**src/rtl/addr_delay_line.sv**
```systemverilog
// Depth-configurable address/data delay line with run-time tap select, per-stage valids,
// stall, flush and settle indicator. Optional stage parity via `ADDR_DLY_PARITY_EN.
module addr_delay_line #(
  parameter int unsigned DATA_W      = 14,
  parameter int unsigned MAX_DEPTH   = 16,
  parameter int unsigned DEPTH_W     = 5,
  parameter int unsigned DLY_DEFAULT = 9
) (
  input  logic               Clock,
  input  logic               Reset_n,
  input  logic               CE,
  input  logic               Flush,
  input  logic               DLY_LOAD,
  input  logic [DEPTH_W-1:0] DLY_SEL,
  input  logic [DATA_W-1:0]  DIN,
  input  logic               DIN_VALID,
  output logic [DATA_W-1:0]  DOUT,
  output logic               DOUT_VALID,
  output logic               BUSY,
  output logic               PERR
);

  localparam int unsigned CNT_W = $clog2(MAX_DEPTH + 2);

  typedef enum logic {RUN, SETTLE} state_e;

  logic [DATA_W-1:0]    s_q [MAX_DEPTH];
  logic [MAX_DEPTH-1:0] v_q;
  logic [DEPTH_W-1:0]   dly_q;
  logic [CNT_W-1:0]     cnt_q;
  state_e               state_q;
  logic [DATA_W-1:0]    dout_q;
  logic                 dout_v_q;

  logic [DATA_W-1:0]    tap_data;
  logic                 tap_valid;
  logic [DEPTH_W-1:0]   sel_clamped;
  logic                 clear;

  assign clear       = Flush | DLY_LOAD;
  assign sel_clamped = (DLY_SEL > DEPTH_W'(MAX_DEPTH)) ? DEPTH_W'(MAX_DEPTH) : DLY_SEL;

`ifdef ADDR_DLY_PARITY_EN
  logic [MAX_DEPTH-1:0] p_q;
  logic                 tap_par;
  logic                 perr_q;
`endif

  // Tap mux: dly_q==0 bypasses the stages; otherwise stage dly_q-1 is selected.
  always_comb begin
    tap_data  = DIN;
    tap_valid = DIN_VALID;
`ifdef ADDR_DLY_PARITY_EN
    tap_par   = ^DIN;
`endif
    for (int unsigned i = 0; i < MAX_DEPTH; i++) begin
      if (dly_q == DEPTH_W'(i + 1)) begin
        tap_data  = s_q[i];
        tap_valid = v_q[i];
`ifdef ADDR_DLY_PARITY_EN
        tap_par   = p_q[i];
`endif
      end
    end
  end

  always_ff @(posedge Clock or negedge Reset_n) begin
    if (!Reset_n) begin
      for (int unsigned i = 0; i < MAX_DEPTH; i++) s_q[i] <= '0;
      v_q      <= '0;
      dout_q   <= '0;
      dout_v_q <= 1'b0;
      dly_q    <= DEPTH_W'(DLY_DEFAULT);
      cnt_q    <= '0;
      state_q  <= RUN;
`ifdef ADDR_DLY_PARITY_EN
      p_q      <= '0;
      perr_q   <= 1'b0;
`endif
    end else begin
      if (CE) begin
        s_q[0] <= DIN;
        for (int unsigned i = 1; i < MAX_DEPTH; i++) s_q[i] <= s_q[i-1];
        v_q      <= {v_q[MAX_DEPTH-2:0], DIN_VALID};
        dout_q   <= tap_data;
        dout_v_q <= tap_valid;
`ifdef ADDR_DLY_PARITY_EN
        p_q      <= {p_q[MAX_DEPTH-2:0], ^DIN};
        perr_q   <= tap_valid & ((^tap_data) != tap_par);
`endif
      end
      // Flush/load override the shift so a new-tap output can never pair with stale valids.
      if (clear) begin
        v_q      <= '0;
        dout_v_q <= 1'b0;
`ifdef ADDR_DLY_PARITY_EN
        perr_q   <= 1'b0;
`endif
      end
      if (DLY_LOAD) begin
        dly_q   <= sel_clamped;
        cnt_q   <= CNT_W'(sel_clamped) + CNT_W'(1);
        state_q <= SETTLE;
      end else if (state_q == SETTLE && CE) begin
        cnt_q <= cnt_q - CNT_W'(1);
        if (cnt_q == CNT_W'(1)) state_q <= RUN;
      end
    end
  end

  assign DOUT       = dout_q;
  assign DOUT_VALID = dout_v_q;
  assign BUSY       = (state_q == SETTLE);
`ifdef ADDR_DLY_PARITY_EN
  assign PERR       = perr_q;
`else
  assign PERR       = 1'b0;
`endif

endmodule

```
**config.mk**
```make
export PLATFORM = sky130hd
export DESIGN_NAME = addr_delay_line
export DESIGN_NICKNAME = d
export VERILOG_FILES = /design/src/rtl/addr_delay_line.sv
export SDC_FILE = /design/constraint.sdc
export NUM_CORES = 1
export LEC_CHECK = 0
export CAP_MARGIN = 20
export CORE_ASPECT_RATIO = 0.6
export CORE_UTILIZATION = 55
export DETAILED_ROUTE_END_ITERATION = 16
export GPL_ROUTABILITY_DRIVEN = 0
export HOLD_SLACK_MARGIN = 0.06
export PLACE_DENSITY = 0.81
export SETUP_SLACK_MARGIN = 0.02
export SKIP_LAST_GASP = 1
export SLEW_MARGIN = 20
export SYNTH_ARGS = -nofsm -noshare
export SYNTH_HDL_FRONTEND = slang
export SYNTH_SLANG_ARGS = --single-unit
export TNS_END_PERCENT = 30
```
**constraint.sdc**
```tcl
create_clock -name Clock -period 2.92 [get_ports Clock]
set_input_delay 0.584 -clock Clock [delete_from_list [all_inputs] [get_ports Clock]]
set_output_delay 0.584 -clock Clock [all_outputs]
set_load 0.1 [all_outputs]
```
# Yosys cells after proc, flatten, opt, wreduce, memory -nomap -nowiden
# Cells that the tools add are included.
[classes]
n_addsub = 2
n_bitwise = 1
magnitude_cmp = 1
n_reduce_logical = 5
n_mux = 42
n_eq_ne = 17
[ops]
columns = ["operator", "count"]
rows = [
  ["$mux W14", 16],
  ["$eq A5 B4 Y1 const B", 8],
  ["$mux W16", 2],
  ["$mux W1", 21],
  ["$eq A5 B3 Y1 const B", 4],
  ["$mux W5", 3],
  ["$eq A5 B1 Y1 const B", 2],
  ["$eq A5 B2 Y1 const B", 2],
  ["$reduce_bool A2 Y1", 3],
  ["$add A5 B1 Y5 const B", 1],
  ["$eq A5 B5 Y1 const B", 1],
  ["$gt A5 B5 Y1 const B", 1],
  ["$sub A5 B1 Y5 const B", 1],
  ["$reduce_and A2 Y1", 1],
  ["$logic_and A1 B1 Y1", 1],
  ["$or A1 B1 Y1", 1],
]
[word_totals]
register_bits = 266
word_cells = 90
output_inout_bits = 17

# Longest topological paths before layout
# Gate-level depths: netlist (run 1).
[depth]
ltp_word = 19
ltp_mapped = 11
ltp_nobuf = 7

# Least setup slack after synthesis (run 1)
# OpenSTA, ideal clock, no wires.
[synth_timing]
path_kind = "reg-to-reg"
startpoint = "register dly_q[0]"
endpoint = "register dout_q[11] (netlist: DOUT[11])"
t_arrival_ps = 1967
n_path_buf = 0
setup_ps = 67
path_slack_ps = 886
stages_incl_launch_ff = 8
path_cell_list = "dfstp_2 > nor3b_4 > nand2_2 > mux2i_1 > a211oi_1 > o221ai_1 > a211oi_1 > o221a_2"
[synth_via]
elab_chain_len = 17
word_cells_on_any_way = 32
cone_classes = "eq/ne: 16; mux: 16"
[synth_rtl]
columns = ["item", "line_no", "rtl"]
rows = [
  ["start: declaration", "29", "logic [DEPTH_W-1:0] dly_q;"],
  ["start signal: assignment", "73", "dly_q <= DEPTH_W'(DLY_DEFAULT);"],
  ["start signal: assignment", "101", "dly_q <= sel_clamped;"],
  ["$eq A5 B1 Y1", "57", "if (dly_q == DEPTH_W'(i + 1)) begin"],
  ["$mux W14 (15 in a row)", "57", ""],
  ["$mux W14 (*)", "57", ""],
  ["end signal: assignment", "85", "dout_q <= tap_data;"],
  ["end: declaration", "32", "logic [DATA_W-1:0] dout_q;"],
]
# Every way passes the cells marked *; elsewhere a longest branch is shown, timed or not.
# A chain may end at the register's enable or synchronous reset.

# Worst setup path in the final report (run 1)
# Same ends and word-level chain as after synthesis.

==> impl_metrics.env, run 1 <==
export IMPL_outcome="complete, no violations"
export IMPL_cts_tree="done"
export IMPL_cts_resized_gates=0
export IMPL_grt_ovfl_total=0
export IMPL_postPlaceCellArea_um2=13600
export IMPL_rows=42
export IMPL_hold_ws_ns=0.453
export IMPL_crit_arrival_ns=3.19
export IMPL_instances_no_fill=1487
export IMPL_netlist_instances=1115
export IMPL_final_util_pct=65.1
export IMPL_layout_setup_ws_ns=0.231
export IMPL_crit_path_end_kind="flop"
export IMPL_antenna_found_initial=0
export IMPL_clockBufferDepth=3
export IMPL_ys_flop_type="dfrtp_1"
export IMPL_grt_first_pass_wirelength_mm=54.1
export IMPL_track_usage_pct=29.5
export IMPL_drtIter0Drc=1154
export IMPL_grt_max_degree=106
export IMPL_antenna_diode_count=0
export IMPL_top_level_ports=42
export IMPL_avgRoutedWirePerCell_um=22.8
export IMPL_clkSlewWorstSetupHoldPaths_ns=0.07
export IMPL_cp_required_ns=3.42
export IMPL_fin_skew_ns=0.0232
export IMPL_multi_input_area_um2=5740
export IMPL_portBuffers=40
export IMPL_dieArea_um2=23900
export IMPL_yosysWarnings=0
export IMPL_path_max_fanout=23
export IMPL_final_cell_area_um2=14600
export IMPL_syn_num_nets=1143
export IMPL_p_per_area_nw_per_um2=849
export IMPL_fp_dieW_um=199
export IMPL_initial_core_util_pct=57.1
export IMPL_setup_worst_path_start_class="flop"
export IMPL_register_area_um2=6660
export IMPL_n_fill_cell=1725
export IMPL_first_pass_iters=6
export IMPL_tightestPinTransition_ns=0.829
export IMPL_hold_viol=0
export IMPL_crit_type="reg -> reg"
export IMPL_max_freq_ghz=0.372
export IMPL_power_total_mw=12.4
export IMPL_synth_edf_count=0
export IMPL_syn_area_per_cell_um2=11.5
export IMPL_tns_ns=0
export IMPL_root_buffer="clkbuf_16"
export IMPL_ir_drop_mv=0.612
export IMPL_die_h_um=120
export IMPL_place_ws_ns=0.265
export IMPL_core_area_um2=22400
export IMPL_post_route_min_period_ns=2.69
export IMPL_final_nets=1188
export IMPL_clkLatencyLatePin_ns=0.56
export IMPL_fin_crit_sh_pct=92.1
export IMPL_maxSlewViolCount=0
export IMPL_seq_area_frac_synth_pct=52.1
export IMPL_rsz0062_at_grt="no"
export IMPL_min_path_type="in -> async"
export IMPL_slew_headroom_pct=44.6
export IMPL_postSynth_asyncResetShare_pct=100
export IMPL_route_detailed_drc=0
export IMPL_numCtsBuffers=25
export IMPL_first_global_vias=9604
export IMPL_yosysUniqueCellTypes=71
export IMPL_hpwl_mm=23.8
export IMPL_clock_sinks=266
export IMPL_drtAntennaViolNets=0
export IMPL_cts_htree_levels=1
export IMPL_syn_area_um2=12800
export IMPL_num_vias=9780
export IMPL_drive_gt1_share_pct=29.9
export IMPL_drt_wl_total_mm=33.9
export IMPL_setup_violations=0
export IMPL_synth_seq_cells=266
export IMPL_drv_cap=0
export IMPL_post_place_cells=1439
export IMPL_areaGrowthSynthToFinish_pct=14.1
export IMPL_avgViaCountPerCell=6.58
export IMPL_p_leak_nw=6.13
## layer usage
layer | GRT usage [%] | up-vias | part of all wire (%)
met2 | 42.9 | 533 | 43
met4 | 6.92 | 0 | 2.1
met3 | 7.42 | 83 | 12
li1 | - | 4225 | -
met1 | 44.0 | 4939 | 43
met5 | 0 | - | 0
## state kept, by name, indices dropped and copies added (netlist names)
name / count
BUSY: 1
DOUT: 14
DOUT_VALID: 1
cnt_q: 5
dly_q: 5
s_q: 224
v_q: 16
## cell families (layout without fill, tap and decap cells)
family	after synthesis	in the layout	synth area share (%)
other cells	1	1	0.0294
buf+inv	86	150	3.00
fa+ha+maj	3	3	0.294
simple gates	225	225	8.30
flops	266	266	52.1
mux	238	238	20.9
compound gates	291	291	15.1
xor+xnor	5	5	0.343
## worst paths after layout
check | startpoint | to | slack (ns) | depth (start not counted)
worst min register to register | s_q[201]$_DFFE_PN0P_ | s_q[187]$_DFFE_PN0P_ | 0.51 | 2
min in group Clock | s_q[201]$_DFFE_PN0P_ | s_q[187]$_DFFE_PN0P_ | 0.51 | 2
worst min-delay path | Reset_n | dly_q[1]$_DFFE_PN0P_ | 0.45 | 2
worst max register to register | dly_q[0]$_DFFE_PN1P_ | DOUT[11]$_DFFE_PN0P_ | 0.23 | 7
worst max-delay path | dly_q[0]$_DFFE_PN1P_ | DOUT[11]$_DFFE_PN0P_ | 0.23 | 7
max in group asynchronous | Reset_n | s_q[128]$_DFFE_PN0P_ | 1.65 | 3
## timing repair
action | CTS | global route
hold buffers | 1 | 0
buffers inserted | 0 | 0
hold endpoints to repair | 17 | 0
## power by group
group / total [mW] / switching, mW / internal (mW)
Sequential: 5.99 / 1.08 / 4.91
Clock: 3.68 / 1.53 / 2.15
Combinational: 2.69 / 1.37 / 1.32
Total: 12.4 / 3.98 / 8.38
## critical path: stages, from the launching register on
cell,delay (ns)
dfstp_2,0.79
nor3b_4,0.28
nand2_2,0.26
mux2i_1,0.20
a211oi_1,0.29
o221ai_1,0.17
a211oi_1,0.38
o221a_2,0.26
## final cells by class
cell class                      count  area share [%]
Sequential cell                   266            45.7
Multi-Input combinational cell    763            39.4
Timing Repair Buffer               88            5.46
Clock buffer                       26            4.39
Tap cell                          308            2.64
Clock inverter                     20            2.00
Inverter                           16           0.412
## layout by cell type, fill, tap and decap left out, types with 4 or more instances in the layout
master | Yosys | layout
dfrtp_1 | 264 | 264
mux2_2 | 225 | 225
o21ai_0 | 85 | 85
nand2_1 | 79 | 79
nor2_1 | 58 | 58
buf_4 | 7 | 58
a21oi_1 | 53 | 53
clkbuf_16 | 0 | 25
a22o_1 | 22 | 22
nand3_1 | 22 | 22
clkdlybuf4s50_1 | 0 | 22
o22ai_1 | 19 | 19
nor2b_1 | 15 | 15
inv_1 | 15 | 15
o221ai_1 | 15 | 15
a211oi_1 | 14 | 14
mux2i_1 | 13 | 13
nor3_1 | 14 | 13
a31oi_1 | 10 | 10
a22oi_1 | 9 | 9
a222oi_1 | 9 | 9
a21o_1 | 8 | 8
nand2b_1 | 6 | 6
clkinvlp_4 | 0 | 6
clkinv_2 | 0 | 6
bufinv_16 | 0 | 6
o211ai_1 | 5 | 5
a221oi_1 | 5 | 5
buf_12 | 0 | 5
xnor2_1 | 4 | 4
nor2_2 | 4 | 4
o31ai_1 | 4 | 4
## cells in the mapped netlist, drive strengths merged (4+ instances only)
cell    number  area [um2]
dfrtp      264        6610
mux2       225        2530
o21ai       87         435
nand2       80         303
nor2        62         243
a21oi       53         265
clkbuf      36         135
buf         34         188
a22o        22         193
nand3       22         110
o22ai       19         119
inv         16        60.1
nor2b       15        93.8
nor3        15        80.1
o221ai      15         131
a211oi      14         105
mux2i       13         130
a31oi       10        62.6
a222oi       9        90.1
a22oi        9        67.6
a21o         8        60.1
nand2b       6        37.5
a221oi       5        43.8
o211ai       5        37.5
nor3b        4        46.3
o31ai        4        30.0
xnor2        4        35.0
No activity file was read; power rests on OpenSTA's default activity.
==> run 2, diff against run 1 <==
==> constraint.sdc (replaced) <==
create_clock -name Clock -period 2.92 [get_ports Clock]
set_input_delay 0.438 -clock Clock [delete_from_list [all_inputs] [get_ports Clock]]
set_output_delay 0.438 -clock Clock [all_outputs]
set_load 0.1 [all_outputs]
==> run 2 against run 1 <==
- die area unchanged
- clock power decreased by 6.3%
- total power fell by 2.0%
- setup slack got worse by 0.035 ns
- clock skew is 0.0042 ns lower
- via count increased by 1.0%
- global-route usage rose by 0.30 points
- sequential share of layout area rose by 0.33 points
- final cell count fell by 0.47%
- combinational power hardly changed
- sequential power hardly changed
- critical path type unchanged
- largest cell class unchanged
==> impl_metrics.env, run 2 (synthesis results as in run 1) <==
export IMPL_outcome="complete, no violations"
export IMPL_core_area_um2=22400
export IMPL_track_usage_pct=29.8
export IMPL_avgViaCountPerCell=6.68
export IMPL_drt_wl_total_mm=34.4
export IMPL_reg2reg_depth=7
export IMPL_p_leak_nw=6.09
export IMPL_cp_required_ns=3.32
export IMPL_hold_ws_ns=0.368
export IMPL_power_total_mw=12.1
export IMPL_slew_headroom_pct=33.4
export IMPL_drtIter0Drc=1185
export IMPL_final_nets=1183
export IMPL_cts_tree="done"
export IMPL_clkSlewWorstSetupHoldPaths_ns=0.07
export IMPL_areaGrowthSynthToFinish_pct=13.3
export IMPL_avgRoutedWirePerCell_um=23.3
export IMPL_layout_commonest_cell="dfrtp_1"
export IMPL_post_route_min_period_ns=2.72
export IMPL_clkPwrFrac_pct=28.5
export IMPL_rows=42
export IMPL_fin_skew_ns=0.0190
export IMPL_hpwl_mm=23.7
export IMPL_crit_type="reg -> reg"
export IMPL_rsz0062_at_grt="no"
export IMPL_fp_dieW_um=199
export IMPL_clock_sinks=266
export IMPL_seqPwrFrac_pct=49.3
export IMPL_grt_first_pass_wirelength_mm=54.6
export IMPL_antenna_diode_count=0
export IMPL_post_cts_buffers=0
export IMPL_antenna_found_initial=0
export IMPL_crit_arrival_ns=3.13
export IMPL_top_level_ports=42
export IMPL_final_cell_mix="dfrtp_1 (264), mux2_2 (225), o21ai_0 (85)"
export IMPL_tns_ns=0
export IMPL_netSwitchingFraction_pct=31.8
export IMPL_clockBufferDepth=3
export IMPL_endpoint="DOUT[9]$_DFFE_PN0P_"
export IMPL_die_h_um=120
export IMPL_clkLatencyLatePin_ns=0.55
export IMPL_numCtsBuffers=24
export IMPL_regMostFlops="s_q"
export IMPL_reg2reg_from="dly_q[3]$_DFFE_PN1P_"
export IMPL_combPwrFrac_pct=22.2
export IMPL_portBuffers=40
export IMPL_hold_depth=2
export IMPL_tightestPinTransition_ns=0.994
export IMPL_first_global_vias=9647
export IMPL_switchingPower_mw=3.86
export IMPL_p_per_area_nw_per_um2=838
export IMPL_drtAntennaViolNets=0
export IMPL_drive_gt1_share_pct=28.9
export IMPL_worstReg2RegEnd="DOUT[9]$_DFFE_PN0P_"
export IMPL_initial_core_util_pct=57.1
export IMPL_ir_drop_mv=0.651
export IMPL_grt_max_degree=84
export IMPL_first_pass_iters=9
export IMPL_largest_reg_flops=224
export IMPL_cts_htree_levels=1
export IMPL_min_path_type="in -> reg"
export IMPL_internal_power_mw=8.26
export IMPL_setup_violations=0
export IMPL_path_max_fanout=15
export IMPL_crit_path_end_kind="flop"
export IMPL_crit_start="dly_q[3]$_DFFE_PN1P_"
export IMPL_r2r_setup_slack_ns=0.20
export IMPL_setup_worst_path_start_class="flop"
export IMPL_fin_crit_sh_pct=93.3
export IMPL_drv_cap=0
export IMPL_dieArea_um2=23900
export IMPL_grt_ovfl_total=0
export IMPL_maxSlewViolCount=0
export IMPL_route_detailed_drc=0
export IMPL_max_freq_ghz=0.367
export IMPL_num_vias=9881
export IMPL_hold_viol=0
export IMPL_root_buffer="clkbuf_16"
[run 2: cell types whose count changed in the layout (fill, tap and decap cells not counted), sizes merged]
cell / delta
clkbuf: +13
buf: -4
bufinv: -3
clkinv: -7
clkinvlp: -5
inv: -1
[run 2: critical path: stages (launching register included)]
cell	delay, ns
dfstp_2	0.75
nor2_1	0.21
nand3_1	0.44
nand2_1	0.33
nor2_1	0.43
nand2_1	0.11
o21ai_0	0.18
o21ai_0	0.11
[run 2: what timing repair did]
item / 4_1_cts / 5_1_grt
endpoints found under the hold margin: 70 / 0
gates resized for setup: 0 / 0
setup endpoints to repair: 0 / 0
hold buffers: 1 / 0
[run 2: area by class of cell]
type	count	area [um2]
Clock inverter	4	97.6
Sequential cell	266	6660
Tap cell	308	385
Clock buffer	39	758
Inverter	16	60.1
Timing Repair Buffer	84	766
Multi-Input combinational cell	763	5740
Fill cell	1731	7920
[run 2: power groups by stage]
stage | logic [mW] | registers (mW) | clock network, mW
final | 2.69 | 5.98 | 3.45
after global routing | 2.89 | 6.12 | 3.65
after CTS | 2.68 | 5.94 | 3.48
after detailed placement | 2.66 | 5.98 | 0
after global placement | 2.56 | 5.90 | 0
after floorplan | 1.72 | 5.95 | 0
[run 2: worst min-delay path by stage]
stage	from	to	slack, ns
2_1_floorplan	Reset_n	BUSY$_DFFE_PN0P_	0.14
4_1_cts	CE	DOUT[12]$_DFFE_PN0P_	0.35
6_report	CE	DOUT[12]$_DFFE_PN0P_	0.37
5_1_grt	CE	DOUT[12]$_DFFE_PN0P_	0.37
3_3_place_gp	Reset_n	cnt_q[4]$_DFFE_PN0P_	0.46
3_5_place_dp	Reset_n	cnt_q[4]$_DFFE_PN0P_	0.47
[run 2: through the flow]
step           setup WS (ns)  cell area (um2)  cells  utilization (%)
2_1_floorplan          0.886            12800   1115                -
5_1_grt               0.0824            14500   1480             64.6
3_5_place_dp           0.302            13600   1436             60.8
6_report               0.195            14500   1480             64.6
4_1_cts                0.288            14500   1480             64.6
3_3_place_gp           0.419            13600   1436             60.8
[run 2: layer usage]
| layer | global-route usage, % | share of wire, % | vias to the layer above |
|---|---|---|---|
| met5 | 0 | 0 | - |
| met4 | 8.46 | 2.9 | 0 |
| met3 | 8.49 | 12 | 114 |
| met2 | 42.3 | 43 | 612 |
| met1 | 44.1 | 43 | 4940 |
| li1 | - | - | 4215 |
==> run 3, diff against run 2 <==
Settings changed: SKIP_CTS_REPAIR_TIMING set to 1.
==> results of run 3 <==
Same layout as run 2: the final DEF is identical, and so are final timing and power.
Among the figures that moved: via count of the first global-routing pass 9647 -> 9635; overall routing resource usage 29.8% -> 29.7%
